**src/rtl/dram_row_sched.sv**
```systemverilog
// dram_row_sched
// Per-request DRAM command sequencer. It takes one front-end request at a time,
// asks the row-open tracker for the bank's row state, and then issues the
// legal command sequence:
//   conflict          : PRE -> ACT -> RD/WR
//   miss / bank idle  : ACT -> RD/WR
//   hit               : RD/WR
// Refresh requests are arbitrated against new requests in IDLE only. A single
// down-counter enforces tRP, tRCD and tRFC.
//
// state    | meaning
// ---------+-----------------------------------------------------------
// IDLE     | ready for a request; a pending refresh wins
// LOOKUP   | one-cycle lookup strobe to the tracker
// DECIDE   | tracker status is valid; choose PRE, ACT or RD/WR
// PRE      | PRE issued to the conflicting open row
// WAIT_RP  | tRP spacing before ACT
// ACT      | ACT issued to the requested row, tracker told row is open
// WAIT_RCD | tRCD spacing before RD/WR
// RW       | RD or WR issued, request retired
// REF      | REF issued, refresh acknowledged
// WAIT_RFC | tRFC spacing before returning to IDLE
//
// Ports:
//   clk_i, rst_i                 clock, synchronous active-high reset
//   req_*_i / req_ready_o        front-end request handshake and fields
//   ref_req_i / ref_ack_o        refresh level request / one-cycle ack
//   trk_*_o / trk_*_i            row-open tracker lookup and notifications
//   cmd_*_o                      DRAM command strobe, opcode and target
//   done_o                       one-cycle pulse when a request retires

module dram_row_sched #(
  parameter int ROW_BITS = 15,
  parameter int COL_BITS = 10,
  parameter int T_RP     = 3,
  parameter int T_RCD    = 3,
  parameter int T_RFC    = 6
) (
  input  logic                clk_i,
  input  logic                rst_i,
  // front-end request
  input  logic                req_valid_i,
  output logic                req_ready_o,
  input  logic                req_write_i,
  input  logic [1:0]          req_bg_i,
  input  logic [1:0]          req_bank_i,
  input  logic [ROW_BITS-1:0] req_row_i,
  input  logic [COL_BITS-1:0] req_col_i,
  // refresh
  input  logic                ref_req_i,
  output logic                ref_ack_o,
  // row-open tracker
  output logic                trk_req_en_o,
  output logic                trk_refresh_o,
  output logic                trk_row_resolve_o,
  output logic [1:0]          trk_bg_o,
  output logic [1:0]          trk_bank_o,
  output logic [ROW_BITS-1:0] trk_row_o,
  input  logic [1:0]          trk_row_stat_i,
  input  logic [ROW_BITS-1:0] trk_row_conflict_i,
  // command bus
  output logic                cmd_valid_o,
  output logic [2:0]          cmd_o,
  output logic [1:0]          cmd_bg_o,
  output logic [1:0]          cmd_bank_o,
  output logic [ROW_BITS-1:0] cmd_row_o,
  output logic [COL_BITS-1:0] cmd_col_o,
  output logic                done_o
);

  localparam int T_MAX_PR = (T_RP > T_RCD) ? T_RP : T_RCD;
  localparam int T_MAX    = (T_MAX_PR > T_RFC) ? T_MAX_PR : T_RFC;
  localparam int CNT_W    = $clog2(T_MAX) + 1;

  localparam logic [2:0] CMD_NOP = 3'd0;
  localparam logic [2:0] CMD_ACT = 3'd1;
  localparam logic [2:0] CMD_PRE = 3'd2;
  localparam logic [2:0] CMD_RD  = 3'd3;
  localparam logic [2:0] CMD_WR  = 3'd4;
  localparam logic [2:0] CMD_REF = 3'd5;

  localparam logic [1:0] STAT_HIT      = 2'b01;
  localparam logic [1:0] STAT_CONFLICT = 2'b11;

  typedef enum logic [3:0] {
    S_IDLE     = 4'd0,
    S_LOOKUP   = 4'd1,
    S_DECIDE   = 4'd2,
    S_PRE      = 4'd3,
    S_WAIT_RP  = 4'd4,
    S_ACT      = 4'd5,
    S_WAIT_RCD = 4'd6,
    S_RW       = 4'd7,
    S_REF      = 4'd8,
    S_WAIT_RFC = 4'd9
  } state_t;

  state_t              state_q, state_d;
  logic [CNT_W-1:0]    cnt_q, cnt_d;

  // latched request
  logic                wr_q, wr_d;
  logic [1:0]          bg_q, bg_d;
  logic [1:0]          bank_q, bank_d;
  logic [ROW_BITS-1:0] row_q, row_d;
  logic [COL_BITS-1:0] col_q, col_d;
  logic [ROW_BITS-1:0] conf_row_q, conf_row_d;

  // registered outputs
  logic                cmd_valid_q, cmd_valid_d;
  logic [2:0]          cmd_q, cmd_d;
  logic [1:0]          cmd_bg_q, cmd_bg_d;
  logic [1:0]          cmd_bank_q, cmd_bank_d;
  logic [ROW_BITS-1:0] cmd_row_q, cmd_row_d;
  logic [COL_BITS-1:0] cmd_col_q, cmd_col_d;
  logic                trk_req_en_q, trk_req_en_d;
  logic                trk_resolve_q, trk_resolve_d;
  logic                ref_pulse_q, ref_pulse_d;
  logic [1:0]          trk_bg_q, trk_bg_d;
  logic [1:0]          trk_bank_q, trk_bank_d;
  logic [ROW_BITS-1:0] trk_row_q, trk_row_d;
  logic                done_q, done_d;

  logic                in_req_d;

  // ---------------------------------------------------------------------------
  // State and datapath registers
  // ---------------------------------------------------------------------------
  always_ff @(posedge clk_i) begin
    if (rst_i) begin
      state_q    <= S_IDLE;
      cnt_q      <= '0;
      wr_q       <= 1'b0;
      bg_q       <= '0;
      bank_q     <= '0;
      row_q      <= '0;
      col_q      <= '0;
      conf_row_q <= '0;
    end else begin
      state_q    <= state_d;
      cnt_q      <= cnt_d;
      wr_q       <= wr_d;
      bg_q       <= bg_d;
      bank_q     <= bank_d;
      row_q      <= row_d;
      col_q      <= col_d;
      conf_row_q <= conf_row_d;
    end
  end

  // ---------------------------------------------------------------------------
  // Next-state logic
  // ---------------------------------------------------------------------------
  always_comb begin
    state_d    = state_q;
    cnt_d      = cnt_q;
    wr_d       = wr_q;
    bg_d       = bg_q;
    bank_d     = bank_q;
    row_d      = row_q;
    col_d      = col_q;
    conf_row_d = conf_row_q;

    unique case (state_q)
      S_IDLE: begin
        if (ref_req_i) begin
          state_d = S_REF;
        end else if (req_valid_i) begin
          wr_d    = req_write_i;
          bg_d    = req_bg_i;
          bank_d  = req_bank_i;
          row_d   = req_row_i;
          col_d   = req_col_i;
          state_d = S_LOOKUP;
        end
      end
      S_LOOKUP: state_d = S_DECIDE;
      S_DECIDE: begin
        if (trk_row_stat_i == STAT_HIT) begin
          state_d = S_RW;
        end else if (trk_row_stat_i == STAT_CONFLICT) begin
          conf_row_d = trk_row_conflict_i;
          state_d    = S_PRE;
        end else begin
          state_d = S_ACT;
        end
      end
      S_PRE: begin
        cnt_d   = CNT_W'(T_RP - 1);
        state_d = S_WAIT_RP;
      end
      // Each wait exits on a count of 1 so the next command lands exactly
      // T cycles after the previous one; <= also guards against wrapping.
      S_WAIT_RP: begin
        if (cnt_q <= CNT_W'(1)) begin
          cnt_d   = '0;
          state_d = S_ACT;
        end else begin
          cnt_d = cnt_q - CNT_W'(1);
        end
      end
      S_ACT: begin
        cnt_d   = CNT_W'(T_RCD - 1);
        state_d = S_WAIT_RCD;
      end
      S_WAIT_RCD: begin
        if (cnt_q <= CNT_W'(1)) begin
          cnt_d   = '0;
          state_d = S_RW;
        end else begin
          cnt_d = cnt_q - CNT_W'(1);
        end
      end
      S_RW: state_d = S_IDLE;
      S_REF: begin
        cnt_d   = CNT_W'(T_RFC - 1);
        state_d = S_WAIT_RFC;
      end
      S_WAIT_RFC: begin
        if (cnt_q <= CNT_W'(1)) begin
          cnt_d   = '0;
          state_d = S_IDLE;
        end else begin
          cnt_d = cnt_q - CNT_W'(1);
        end
      end
      default: begin
        cnt_d   = '0;
        state_d = S_IDLE;
      end
    endcase
  end

  // ---------------------------------------------------------------------------
  // Output decode. Outputs are decoded from the next state and registered, so
  // they change together with the state register and never glitch.
  // ---------------------------------------------------------------------------
  always_comb begin
    cmd_valid_d   = 1'b0;
    cmd_d         = CMD_NOP;
    cmd_bg_d      = '0;
    cmd_bank_d    = '0;
    cmd_row_d     = '0;
    cmd_col_d     = '0;
    trk_req_en_d  = 1'b0;
    trk_resolve_d = 1'b0;
    ref_pulse_d   = 1'b0;
    done_d        = 1'b0;

    in_req_d = (state_d == S_LOOKUP)  || (state_d == S_DECIDE) ||
               (state_d == S_PRE)     || (state_d == S_WAIT_RP) ||
               (state_d == S_ACT)     || (state_d == S_WAIT_RCD) ||
               (state_d == S_RW);

    // tracker address holds the latched request for the whole sequence
    trk_bg_d   = in_req_d ? bg_d   : '0;
    trk_bank_d = in_req_d ? bank_d : '0;
    trk_row_d  = in_req_d ? row_d  : '0;

    unique case (state_d)
      S_LOOKUP: trk_req_en_d = 1'b1;
      S_PRE: begin
        cmd_valid_d = 1'b1;
        cmd_d       = CMD_PRE;
        cmd_bg_d    = bg_d;
        cmd_bank_d  = bank_d;
        cmd_row_d   = conf_row_d;
      end
      S_ACT: begin
        cmd_valid_d   = 1'b1;
        cmd_d         = CMD_ACT;
        cmd_bg_d      = bg_d;
        cmd_bank_d    = bank_d;
        cmd_row_d     = row_d;
        trk_resolve_d = 1'b1;
      end
      S_RW: begin
        cmd_valid_d = 1'b1;
        cmd_d       = wr_d ? CMD_WR : CMD_RD;
        cmd_bg_d    = bg_d;
        cmd_bank_d  = bank_d;
        cmd_col_d   = col_d;
        done_d      = 1'b1;
      end
      S_REF: begin
        cmd_valid_d = 1'b1;
        cmd_d       = CMD_REF;
        ref_pulse_d = 1'b1;
      end
      default: ;
    endcase
  end

  always_ff @(posedge clk_i) begin
    if (rst_i) begin
      cmd_valid_q   <= 1'b0;
      cmd_q         <= CMD_NOP;
      cmd_bg_q      <= '0;
      cmd_bank_q    <= '0;
      cmd_row_q     <= '0;
      cmd_col_q     <= '0;
      trk_req_en_q  <= 1'b0;
      trk_resolve_q <= 1'b0;
      ref_pulse_q   <= 1'b0;
      trk_bg_q      <= '0;
      trk_bank_q    <= '0;
      trk_row_q     <= '0;
      done_q        <= 1'b0;
    end else begin
      cmd_valid_q   <= cmd_valid_d;
      cmd_q         <= cmd_d;
      cmd_bg_q      <= cmd_bg_d;
      cmd_bank_q    <= cmd_bank_d;
      cmd_row_q     <= cmd_row_d;
      cmd_col_q     <= cmd_col_d;
      trk_req_en_q  <= trk_req_en_d;
      trk_resolve_q <= trk_resolve_d;
      ref_pulse_q   <= ref_pulse_d;
      trk_bg_q      <= trk_bg_d;
      trk_bank_q    <= trk_bank_d;
      trk_row_q     <= trk_row_d;
      done_q        <= done_d;
    end
  end

  // Ready is withheld while a refresh is pending so refresh wins a tie.
  assign req_ready_o       = (state_q == S_IDLE) && !ref_req_i;

  assign cmd_valid_o       = cmd_valid_q;
  assign cmd_o             = cmd_q;
  assign cmd_bg_o          = cmd_bg_q;
  assign cmd_bank_o        = cmd_bank_q;
  assign cmd_row_o         = cmd_row_q;
  assign cmd_col_o         = cmd_col_q;
  assign trk_req_en_o      = trk_req_en_q;
  assign trk_row_resolve_o = trk_resolve_q;
  assign trk_refresh_o     = ref_pulse_q;
  assign ref_ack_o         = ref_pulse_q;
  assign trk_bg_o          = trk_bg_q;
  assign trk_bank_o        = trk_bank_q;
  assign trk_row_o         = trk_row_q;
  assign done_o            = done_q;

endmodule
```
**config.mk**
```make
export PLATFORM = sky130hd
export DESIGN_NAME = dram_row_sched
export DESIGN_NICKNAME = d
export VERILOG_FILES = /design/src/rtl/dram_row_sched.sv
export SDC_FILE = /design/constraint.sdc
export NUM_CORES = 1
export LEC_CHECK = 0
export BUFFER_PORTS_ARGS = -buffer_cell sky130_fd_sc_hd__buf_4
export CORE_UTILIZATION = 25
export CTS_CLUSTER_DIAMETER = 40
export DETAILED_ROUTE_END_ITERATION = 8
export GPL_TIMING_DRIVEN = 0
export HOLD_SLACK_MARGIN = 0.12
export MAX_ROUTING_LAYER = met4
export PLACE_DENSITY = 0.56
export SLEW_MARGIN = 20
export SYNTH_ARGS = -nofsm -noshare
export SYNTH_HDL_FRONTEND = slang
export SYNTH_SLANG_ARGS = --single-unit
export TNS_END_PERCENT = 10
```
**constraint.sdc**
```tcl
create_clock -name clk_i -period 2.14 [get_ports clk_i]
set_input_delay 0.214 -clock clk_i [delete_from_list [all_inputs] [get_ports clk_i]]
set_output_delay 0.214 -clock clk_i [all_outputs]
set_load 0.01 [all_outputs]
```
### After elaboration in Yosys (flattened, before gate mapping)

Index checks and enable logic that the tools add are counted.

| word-level totals | value |
|---|---|
| flip-flop bits (word level) | 109 |
| bits of input ports | 51 |
| output and inout port bits | 58 |
| word-level logic and storage cells | 98 |

| operators by class | value |
|---|---|
| add/sub/neg operators | 1 |
| order comparisons | 1 |
| equality and inequality tests | 19 |
| multiplexer cells | 36 |
| bitwise gates (word level) | 3 |
| reduce and logical (&&, ||, !) cells | 17 |

Operator list:

| cell | number |
|---|---|
| $mux 15 | 6 |
| $pmux 4 s9 | 1 |
| $eq 4x3->1 const B | 8 |
| $mux 10 | 3 |
| $pmux 15 s2 | 1 |
| $mux 4 | 6 |
| $eq 4x2->1 const B | 4 |
| $pmux 4 s4 | 1 |
| $eq 4x4->1 const B | 3 |
| $mux 2 | 6 |
| $pmux 3 s4 | 1 |
| $mux 3 | 3 |
| $eq 4x1->1 const B | 2 |
| $mux 1 | 8 |
| $reduce_or 2->1 | 4 |
| $reduce_or 4->1 | 2 |
| $logic_or 1x1->1 | 6 |
| $reduce_or 3->1 | 2 |
| $le 4x1->1 const B | 1 |
| $logic_not 4->1 | 1 |
| $sub 4x1->4 const B | 1 |
| $not 1->1 | 3 |
| $eq 2x1->1 const B | 1 |
| $eq 2x2->1 const B | 1 |
| 2 further kinds | 2 |

### Longest topological paths before layout

| logic depth | value |
|---|---|
| word-level depth | 13 |
| depth in mapped cells | 9 |
| mapped depth without buffers | 9 |

### Worst setup path after synthesis

OpenSTA, ideal clock, no wires.

| timing path | value |
|---|---|
| path type | reg-to-reg |
| start point | reg cnt_q[0] |
| end point | reg trk_bank_q[1] (netlist: trk_bank_o[1]) |
| library setup time | 0.128 ns |
| arrival | 1.711 ns |
| required time | 2.012 ns |
| setup slack | 0.301 ns |
| cell stages (with the launch flop) | 9 |
| path buffers | 1 |
| clock period less this slack | 1.839 ns |
| cell sequence | dfxtp_1 -> inv_1 -> ha_1 -> or2_2 -> a31oi_1 -> o221a_2 -> o21ai_2 -> clkbuf_1 -> nor2_1 |

| between the ends | value |
|---|---|
| longest elaborated chain between the ends | 12 |
| elaborated cells between the ends (all ways) | 20 |
| classes of those cells | order compare (1); eq/ne (7); mux (4); bitwise (1); reduce/logical (7) |

RTL lines:

| what | RTL line | RTL |
|---|---|---|
| start, declared | 99 | `logic [CNT_W-1:0] cnt_q, cnt_d;` |
| start signal, assigned | 141 | `cnt_q <= cnt_d;` |
| $le 4x1->1 (*) | 195, 207, 220 |  |
| $mux 4 (on tied branches) | 220, 195, 207 |  |
| $pmux 4 s9 (*) | 164 | `unique case (state_q)` |
| $eq 4x1->1 or $eq 4x2->1 (tied branches) | 250 | `in_req_d = (state_d == S_LOOKUP) \|\| (state_d == S_DECIDE) \|\|` |
| $logic_or 1x1->1 (2 in a row) | 250 |  |
| $logic_or 1x1->1 (2 in a row) | 251 | `(state_d == S_PRE) \|\| (state_d == S_WAIT_RP) \|\|` |
| $logic_or 1x1->1 | 252 | `(state_d == S_ACT) \|\| (state_d == S_WAIT_RCD) \|\|` |
| $logic_or 1x1->1 (*) | 252 |  |
| $not 1->1 (no source line) (*) | n/a |  |
| $reduce_or 2->1 (no source line) (*) | n/a |  |
| end signal, assigned | 320 | `trk_bank_q <= trk_bank_d;` |
| end, declared | 120 | `logic [1:0] trk_bank_q, trk_bank_d;` |

Mark *: on every way between the ends. The rest lies on a longest branch, timed or not.
A chain may end at the register's enable or synchronous reset.

### Worst setup path after layout

| timing path | value |
|---|---|
| start point | reg state_q[3] |
| end point | reg bg_q[0] |

| between the ends | value |
|---|---|
| longest elaborated chain between the ends | 2 |

RTL lines:

| what | RTL line | RTL |
|---|---|---|
| start, declared | 98 | `state_t state_q, state_d;` |
| start signal, assigned | 140 | `state_q <= state_d;` |
| $logic_not 4->1 | 164 |  |
| $mux 2 | 164 |  |
| end signal, assigned | 143 | `bg_q <= bg_d;` |
| end, declared | 103 | `logic [1:0] bg_q, bg_d;` |

Every way passes these cells.

==> metrics.md <==
| Metric | Value |
|---|---|
| CP Cell Sequence | `nor4_2 -> nand3_2 -> clkbuf_4 -> buf_2 -> mux2i_2 -> nor2_1` |
| Avg Cell Area, Syn | `9.39 sq um` |
| CP peak stage delay | `0.40 ns` |
| Global-route wire length before repair | `14900 microns` |
| Vias in the first global route | `2824` |
| Multi-input gate area | `0.00140 sq mm` |
| DP Worst Slack | `-0.218 ns` |
| Post-synthesis mux area share | `8.88%` |
| Max cap viols | `0` |
| TritonCTS Sinks | `94` |
| Syn. warnings | `0` |
| Final Core Density | `36.6%` |
| Final nets | `537` |
| Final Critical Period | `1.95 ns` |
| Total GRT Usage | `14.1%` |
| Reg area | `0.00188 sq mm` |
| Met1 WL | `4130 microns` |
| HPWL Detailed | `6580 microns` |
| FF-to-FF Start | `state_q[3]$_SDFF_PP0_` |
| Maximum number of pins on one net before global-route repair | `15` |
| CP Class | `flop to flop` |
| Gpl congestion | `0.852` |
| Hold Crit Start | `trk_row_conflict_i[13]` |
| Largest family of logic cells by synthesized area | `simple AND/OR/NAND/NOR gates` |
| Fin cells | `665` |
| Commonest cells post-synth | `dfxtp_1 (94), nor2_1 (68), mux2i_1 (30)` |
| Clock root buffer | `clkbuf_16` |
| Num ports | `109` |
| FILL cells | `1368` |
| Post-synth top area cell | `dfxtp_1` |
| Ant. Diodes | `0` |
| Cell count after synthesis | `360` |
| Placed instance area | `0.00440 sq mm` |
| DR top layer | `met4` |
| CP delay by family, top | `simple AND/OR/NAND/NOR gates` |
| Critical Path Start Type | `flop` |
| CTS tree | `yes` |
| Vias per cell | `4.32` |
| CTS max path bufs | `2` |
| WL final | `9040 microns` |
| Final WS setup | `0.193 ns` |
| Pwr/cell area | `1150 mW/mm^2` |
| Total CTS buffers | `9` |
| Fraction of the mapped netlist area in simple logic gates | `20.3%` |
| Max-slew violation count | `0` |
| Count leader, synth | `dfxtp_1` |
| Pwr Total | `5.57 mW` |
| Fmax | `513 MHz` |
| Slew @ Worst Pin | `0.594 ns` |
| DR iter-0 viols | `216` |
| CP arrival | `2.15 ns` |
| FF+latch count, synth | `94` |
| Fin. Hold Viols | `0` |
| Post-synthesis cell area | `0.00338 sq mm` |
| Hold Slack | `0.127 ns` |
| Clk Latency, worst-skew pair | `0.33 ns` |
| RSZ-0062 raised after global routing | `false` |
| Post-synth EDFFs | `0` |
| Synthesized net count | `413` |
| Status | `completed` |
| Final TNS setup | `0 ns` |
| CP Launch Point | `state_q[3]$_SDFF_PP0_` |
| Buffers plus inverters on the worst setup path | `2` |
| Post-Synth XOR/XNOR Area | `0.518%` |
| Slowest cell on crit path | `nor4_2` |
| Endpoint type of the worst setup path | `flop` |
| HP Class | `input pin to flop` |
| Setup violators final | `0` |
| Synth Area in Adders | `0.740%` |
| Area grow syn2layout | `42.9%` |
| Final period util | `91.0%` |
| WL met3 | `522 microns` |
| Post-synthesis compound-gate area fraction | `9.77%` |
| WL met2 | `4280 microns` |
| Die ar. | `0.0140 sq mm` |
| Post-route cell area | `0.00483 sq mm` |
| Chip width | `118 microns` |
| Detail Route Antenna Nets | `0` |
| Port Buf Inserts | `107` |
| DR WL/cell | `13.6 microns` |
| R2r setup slk | `0.19 ns` |
| Asr flop ratio synth | `0%` |
| Clock transition at path regs | `0.06 ns` |
| Initial antenna violation count | `0` |
| Initial core utilization | `25.6%` |
| Reported leakage power | `2.20 nW` |
| Setup Skew | `0.00438 ns` |
| H-tree levels | `3` |
| Core ar. | `0.0132 sq mm` |
| Synth area leaders | `dfxtp_1 (56%), mux2i_1 (8.9%), nor2_1 (7.5%), a21oi_1 (4.0%), nand2_1 (3.2%)` |
| Placed cell count | `643` |
| Top FF cell, synth | `dfxtp_1` |
| Global-route congestion overflow total | `0` |
| Num rows | `42` |
| Via count | `2873` |
| Worst Path Max Fanout | `10` |
| Layout cells sized above 1 | `30.9%` |
| 1st-pass router iterations | `4` |
| Post-synth cell types | `41` |
| Worst VDD drop | `0.000628 V` |
| Slew headroom | `60.4%` |
| Final routed DRC violation total | `0` |
| CP required | `2.34 ns` |
| Share of Yosys cell area claimed by the top area cell type | `55.7%` |
| Seq/Total Area, Yosys | `55.7%` |
| Die Ht | `118 microns` |
[final timing paths]
check | to | cells after the start
max reg2reg | bg_q[0]$_SDFF_PP0_ | 6
max | bg_q[0]$_SDFF_PP0_ | 6
min | cmd_row_o[13]$_SDFF_PP0_ | 3
min reg2reg | col_q[0]$_SDFF_PP0_ | 2
[state kept, by name, summed over array words and instances, names as in the netlist]
signal and cells:
trk_bank_o 2, done_o 1, wr_q 1, trk_bg_o 2, trk_row_o 15, cmd_o 3
trk_req_en_o 1, cmd_bg_o 2, state_q 4, cmd_bank_o 2, trk_row_resolve_o 1, bg_q 2
ref_ack_o 1, cmd_row_o 15, bank_q 2, cmd_col_o 10, col_q 10, cmd_valid_o 1
cnt_q 4, row_q 15
[layer usage]
layer | vias up | GRT usage, %
li1 | 1446 | -
met1 | 1328 | 17.6
met2 | 89 | 22.2
met3 | 10 | 3.72
met4 | 0 | 4.09
met5 | - | -
[cell type report]
class	instances	share of cell area, %
clock inverter	2	0.803
sequential	94	39.0
clock buffer	14	5.47
multi-input combinational	236	29.0
timing repair buffer	114	18.3
inverter	8	0.622
tap	176	4.56
buffer	21	2.28
[cell families after synthesis]
kind of cell | Yosys count
xor+xnor | 2
simple gates | 149
mux | 30
fa+ha+maj | 2
buf+inv | 30
flops | 94
compound gates | 53
[report_power, final]
part           switching (mW)  internal, mW
clock                   0.631         0.975
combinational            1.11         0.766
sequential              0.113          1.98
total                    1.85          3.72
[timing repair]
item / in CTS / in global routing
hold buffers: 6 / 0
setup buffers: 0 / 1
pin swaps: 0 / 1
resized for setup: 6 / 8
endpoints found under the hold margin: 6 / 0
setup endpoints to repair: 25 / 31
[cell usage in the layout (no fill, tap or decap), types with 2 or more instances in the layout]
cell           count
clkbuf_1          12
clkbuf_2           2
clkbuf_16          9
nand2_1           28
dlygate4sd3_1      6
o2111a_1           2
inv_1              8
buf_4            110
buf_2              5
mux2i_1           29
a21oi_1           26
nand3_2            3
or2_2              3
xor2_1             2
ha_1               2
nand2b_1          17
nor2_1            68
and2b_1            2
nor3_1            16
dfxtp_1           93
a31oi_1            3
clkbuf_8           2
nand3b_1           2
o21ai_0            8
and2_1             2
[tightest hold or removal path: stages]
cell,delay [ns]
buf_4,0.11
nand2_1,0.04
a21oi_1,0.05
Power figures use the tool's default switching activity.
